===== config.mk =====
export PLATFORM = sky130hd
export DESIGN_NAME = scr1_pipe_lsu_hs_arb
export DESIGN_NICKNAME = d
export VERILOG_FILES = /design/src/rtl/scr1_pipe_lsu_hs_arb.sv
export SDC_FILE = /design/constraint.sdc
export NUM_CORES = 1
export LEC_CHECK = 0
export CORE_AREA = 3 3 344 346
export CTS_BUF_LIST = sky130_fd_sc_hd__clkbuf_2 sky130_fd_sc_hd__clkbuf_4 sky130_fd_sc_hd__clkbuf_8
export DETAILED_ROUTE_END_ITERATION = 6
export DIE_AREA = 0 0 347 349
export HOLD_SLACK_MARGIN = 0.1
export PLACE_DENSITY_LB_ADDON = 0.2
export SLEW_MARGIN = 20
export SYNTH_ARGS = -nofsm -noshare
export SYNTH_HDL_FRONTEND = slang
export SYNTH_SLANG_ARGS = --single-unit

===== constraint.sdc =====
create_clock -name clk -period 1.45 [get_ports clk]
set_input_delay 0.145 -clock clk [delete_from_list [all_inputs] [get_ports clk]]
set_output_delay 0.145 -clock clk [all_outputs]
set_load 0.03 [all_outputs]

===== src/rtl/scr1_pipe_lsu_hs_arb.sv =====
// Two-requester highspeed LSU arbiter: core LSU (0) and DLA engine (1) share one dmem port.
// Latency: grant/ack are combinational in IDLE; response is routed combinationally in BUSY; one bubble after each response.
// Backpressure: a requester holds req and fields until ack; one transaction is outstanding at a time.
// Optional macro SCR1_HS_ARB_TIMEOUT_EN adds a response timeout of TMO_CYCLES busy cycles.

`ifndef YTYDLA_LSU_WIDTH
`define YTYDLA_LSU_WIDTH 128
`endif

package scr1_hs_arb_pkg;
  localparam int unsigned SCR1_DMEM_AWIDTH = 32;

  typedef enum logic {
    SCR1_MEM_CMD_RD = 1'b0,
    SCR1_MEM_CMD_WR = 1'b1
  } type_scr1_mem_cmd_e;

  typedef enum logic [2:0] {
    SCR1_MEM_Y_WIDTH_ONE   = 3'd1,
    SCR1_MEM_Y_WIDTH_TWO   = 3'd2,
    SCR1_MEM_Y_WIDTH_THREE = 3'd3,
    SCR1_MEM_Y_WIDTH_FOUR  = 3'd4,
    SCR1_MEM_Y_WIDTH_FIVE  = 3'd5
  } type_scr1_mem_y_width_e;

  typedef enum logic [1:0] {
    SCR1_MEM_RESP_IDLE   = 2'b00,
    SCR1_MEM_RESP_RDY_OK = 2'b01,
    SCR1_MEM_RESP_RDY_ER = 2'b10
  } type_scr1_mem_resp_e;
endpackage

module scr1_pipe_lsu_hs_arb
  import scr1_hs_arb_pkg::*;
#(
  parameter int unsigned HS_WIDTH   = `YTYDLA_LSU_WIDTH,
  parameter int unsigned TMO_CYCLES = 255
) (
  input  logic                          clk,
  input  logic                          rst,
  // requester 0: core highspeed LSU
  input  logic                          req0,
  input  type_scr1_mem_cmd_e            cmd0,
  input  type_scr1_mem_y_width_e        width0,
  input  logic [SCR1_DMEM_AWIDTH-1:0]   addr0,
  input  logic [HS_WIDTH-1:0]           wdata0,
  output logic                          ack0,
  output logic [HS_WIDTH-1:0]           rdata0,
  output type_scr1_mem_resp_e           resp0,
  // requester 1: DLA engine
  input  logic                          req1,
  input  type_scr1_mem_cmd_e            cmd1,
  input  type_scr1_mem_y_width_e        width1,
  input  logic [SCR1_DMEM_AWIDTH-1:0]   addr1,
  input  logic [HS_WIDTH-1:0]           wdata1,
  output logic                          ack1,
  output logic [HS_WIDTH-1:0]           rdata1,
  output type_scr1_mem_resp_e           resp1,
  // downstream data memory
  output logic                          dmem_req,
  output type_scr1_mem_cmd_e            dmem_cmd,
  output type_scr1_mem_y_width_e        dmem_width,
  output logic [SCR1_DMEM_AWIDTH-1:0]   dmem_addr,
  output logic [HS_WIDTH-1:0]           dmem_wdata,
  input  logic                          dmem_req_ack,
  input  logic [HS_WIDTH-1:0]           dmem_rdata,
  input  type_scr1_mem_resp_e           dmem_resp,
  output logic                          busy
);

  typedef enum logic {
    ST_IDLE = 1'b0,
    ST_BUSY = 1'b1
  } state_e;

  localparam logic [9:0] TMO_LAST = 10'(TMO_CYCLES - 1);

  state_e state;
  state_e state_nxt;
  logic   last_owner;   // also the current owner while BUSY, since it is latched on ack
  logic   gnt;          // 0: requester 0, 1: requester 1
  logic   hs_ack;
  logic   resp_vld;
  logic   tmo_hit;
  logic   done;

  assign busy     = (state == ST_BUSY);
  assign dmem_req = (req0 | req1) & (state == ST_IDLE);
  assign hs_ack   = dmem_req & dmem_req_ack;
  assign resp_vld = busy & ((dmem_resp == SCR1_MEM_RESP_RDY_OK) |
                            (dmem_resp == SCR1_MEM_RESP_RDY_ER));
  assign done     = resp_vld | tmo_hit;

`ifdef SCR1_HS_ARB_TIMEOUT_EN
  logic [9:0] tmo_cnt;

  // Busy-cycle counter, restarted at each accepted request
  always_ff @(posedge clk or posedge rst) begin
    if (rst) begin
      tmo_cnt <= '0;
    end else if (hs_ack) begin
      tmo_cnt <= '0;
    end else if (busy) begin
      tmo_cnt <= tmo_cnt + 10'd1;
    end
  end

  // A real response in the expiry cycle wins over the timeout error
  assign tmo_hit = busy & (tmo_cnt == TMO_LAST) & ~resp_vld;
`else
  logic tmo_unused;
  assign tmo_unused = ^TMO_LAST;
  assign tmo_hit    = 1'b0;
`endif

  // Round-robin grant: a lone requester wins, a tie goes to the one that did not own last
  always_comb begin
    gnt = 1'b0;
    if (req0 & req1) begin
      gnt = ~last_owner;
    end else if (req1) begin
      gnt = 1'b1;
    end
  end

  // Request fields follow the grant; requester 0 fields when nobody requests
  assign dmem_cmd   = gnt ? cmd1   : cmd0;
  assign dmem_width = gnt ? width1 : width0;
  assign dmem_addr  = gnt ? addr1  : addr0;
  assign dmem_wdata = gnt ? wdata1 : wdata0;

  // State register and owner tracking
  always_ff @(posedge clk or posedge rst) begin
    if (rst) begin
      state      <= ST_IDLE;
      last_owner <= 1'b1;
    end else begin
      state <= state_nxt;
      if (hs_ack) begin
        last_owner <= gnt;
      end
    end
  end

  // Next state: leave IDLE on acceptance, leave BUSY on response or timeout
  always_comb begin
    state_nxt = state;
    case (state)
      ST_IDLE: if (hs_ack) state_nxt = ST_BUSY;
      ST_BUSY: if (done)   state_nxt = ST_IDLE;
      default: state_nxt = ST_IDLE;
    endcase
  end

  // Outputs: acks to the granted requester, responses only to the owner while BUSY
  always_comb begin
    ack0   = 1'b0;
    ack1   = 1'b0;
    resp0  = SCR1_MEM_RESP_IDLE;
    resp1  = SCR1_MEM_RESP_IDLE;
    rdata0 = '0;
    rdata1 = '0;
    if (hs_ack) begin
      ack0 = ~gnt;
      ack1 = gnt;
    end
    if (resp_vld) begin
      if (last_owner) begin
        resp1  = dmem_resp;
        rdata1 = dmem_rdata;
      end else begin
        resp0  = dmem_resp;
        rdata0 = dmem_rdata;
      end
    end else if (tmo_hit) begin
      if (last_owner) begin
        resp1 = SCR1_MEM_RESP_RDY_ER;
      end else begin
        resp0 = SCR1_MEM_RESP_RDY_ER;
      end
    end
  end

endmodule


==> results.toml <==
[yosys]
synthDistinctLibCells = 19
avgSynthCellArea_um2 = 8.49
ys_warn_count = 0
syn_inst = 518
synth.largest_area_cell = "nor3b_1"
synth_area_leaders = "nor3b_1, mux2_1, buf_2"
syn_nets = 981
synth_top_area_share = 0.435
synth_area_um2 = 4400
yosysSeqAreaShare = 0.0117
ys_seq_elements = 2

[finish]
nets = 1991
drive_gt1_frac = 0.626
n_fill_cell = 12900
multi_input_area_um2 = 5420
final_util = 0.165
regArea_um2 = 52.6
synthToLayoutAreaGrowth_pct = 336
design_area_um2 = 19100

[sta]
drv_slew = 0
tightest_slew_ns = 0.432
fin_crit_ns = 2.10
finalSetupViolCount = 428
fin_ws_ns = -0.651
rsz0062_at_grt = "yes"
hold_viol_final = 0
fmax_ghz = 0.476
finalSetupTns_ns = -210.74
slew_headroom = 0.711
period_share = 1.45
clock_skew_ns = 0.00370
whs_ns = 0.412

[global_routing]
grt_pass1_wl_um = 83000
antenna_found_initial = 55
first_global_vias = 9169
grt_max_degree = 40
grt_remaining_overflow = 0
grt_usage = 0.0991

[power_and_ir_drop]
power_frac_comb = 0.972
p_leak_nw = 7.41
seq_power_share = 0.009
power_switching_mw = 6.63
p_clk_frac = 0.019
p_int_mw = 6.91
ir_drop_uv = 307
swShare = 0.490
power_density_nw_per_um2 = 707
total_power_mw = 13.5

[outcome]
status = "finished with violations"
violations = "negative setup slack"

[clocking]
cts_tree = "done"
clk_latency_ns = 0.21
numClockSinks = 2
root_buffer = "clkbuf_8"
clock_path_buffers = 2
path_clk_slew_ns = 0.03
h-tree-depth = 1
numCtsBuffers = 3

[die]
start_util = 0.0380
rows = 125
num_io_pins = 891
fp.dieArea_um2 = 121000
die_h_um = 349
core-area_um2 = 116000
die_w_um = 347

[worst_setup_path]
critPathArrivalTime_ns = 1.96
crit_fanout = 15
crit_chain = "a21boi_4 -> buf_12 -> buf_16 -> buf_12 -> buf_16 -> mux2_2 -> buf_6"
cp_num_buf_inv = 5
criticalPathCategory = "reg -> out"
end_kind = "output pin"
critical-path-max-stage-delay_ns = 0.59
required_ns = 1.31
start_kind = "register"
path_delay_family = "buffers and inverters"
cp_slowest_cell = "dfstp_2"

[run]
cap_violations = 0

[placement]
placedInstanceArea_um2 = 17000
place_congestion = 0.884
port_buffers = 890
dp_hpwl_um = 57000

[detailed_routing]
wl_per_cell_um = 21.5
drt-total-wl_um = 66200
dr.pass1.iters = 4
viasPerCell = 2.81
vias = 8659
drt_iter0_drc = 334
final_antenna_net_count = 0
drc_errors = 0

[hold_path]
hold_class = "in -> reg"
## cell usage after synthesis
| library cell | n |
|---|---|
| nor2b_1 | 2 |
| a21boi_2 | 1 |
| mux2_2 | 15 |
| o2bb2ai_1 | 1 |
| mux2_1 | 149 |
| nor3_1 | 1 |
| buf_6 | 17 |
| clkbuf_1 | 18 |
| nand2b_1 | 4 |
| nor2_1 | 7 |
| dfstp_2 | 1 |
| a32o_1 | 1 |
| buf_2 | 39 |
| nand3b_1 | 1 |
| nand2_1 | 2 |
| dfrtp_1 | 1 |
| inv_1 | 2 |
| xnor2_1 | 1 |
| nor3b_1 | 255 |
## cell usage in the layout (no fill, tap or decap), types with 7 or more instances in the layout
cell	n
clkbuf_2	8
buf_4	278
nor3b_1	86
buf_6	154
buf_16	12
mux2_4	13
buf_2	24
dlygate4sd2_1	7
clkdlybuf4s50_1	459
nor3b_4	93
buf_8	12
clkdlybuf4s15_2	7
mux2_2	151
buf_12	105
nor3b_2	76
diode_2	27
## power groups by stage
stage | sequential, mW | clock [mW] | combinational [mW]
4_1_cts | 0.124 | 0.267 | 12.5
5_1_grt | 0.126 | 0.269 | 13.8
3_3_place_gp | 0.123 | 0 | 11.1
3_5_place_dp | 0.123 | 0 | 11.1
6_report | 0.119 | 0.256 | 13.2
2_1_floorplan | 0.124 | 0 | 5.76
## worst min-delay path, stage by stage
cell           delay, ns
dlygate4sd2_1       0.24
nor2_1              0.07
o2bb2ai_1           0.13
## cells by family after synthesis
kind of cell | synth area share
AO/OA/AOI/OAI | 0.00683
XOR/XNOR | 0.00199
buffers and inverters | 0.105
flip-flops | 0.0117
multiplexers | 0.420
AND/OR/NAND/NOR | 0.454
## sequential cells by signal, indices dropped and copies added (netlist names)
name and cells:
busy 1, last_owner 1
## worst paths after layout
path,cells past startpoint,endpoint,slack [ns],from
max,7,dmem_wdata[66],-0.65,last_owner$_DFFE_PP1P_
min,3,busy$_DFF_PP0_,0.41,req1
max reg2reg,4,last_owner$_DFFE_PP1P_,0.27,busy$_DFF_PP0_
min reg2reg,2,busy$_DFF_PP0_,0.70,busy$_DFF_PP0_
max in group asynchronous,3,last_owner$_DFFE_PP1P_,0.60,rst
min in group asynchronous,3,busy$_DFF_PP0_,0.65,rst
## final cells by class
| type | instances | area share |
|---|---|---|
| inverter | 2 | 0.000392 |
| timing repair buffer | 1079 | 0.608 |
| clock buffer | 4 | 0.00255 |
| tap | 1524 | 0.0996 |
| antenna | 27 | 0.00353 |
| sequential | 2 | 0.00274 |
| multi-input combinational | 440 | 0.283 |
## through the flow
| stage | setup slack, ns | instances |
|---|---|---|
| 3_3_place_gp | -0.973 | 2967 |
| 3_5_place_dp | -0.997 | 2967 |
| 6_report | -0.651 | 3078 |
| 2_1_floorplan | -0.410 | 518 |
| 5_1_grt | -0.727 | 3055 |
| 4_1_cts | -0.765 | 3010 |
## metal layers
metal  global-route usage  part of all wire  vias up
met2                0.172              0.48      555
met4              0.00775            0.0072       18
met1                0.118              0.40     4044
li1                     -                 -     3995
met3               0.0411              0.12       47
met5                    0            0.0017        -
## what timing repair did
action                     CTS  global route
pin swaps                    5             6
setup buffers               25            39
gates cloned                14             6
setup endpoints to repair  428           428
resized for setup          578           211
hold buffers                 1             0
hold endpoints to repair     1             0
(Power assumes the default switching activity.)
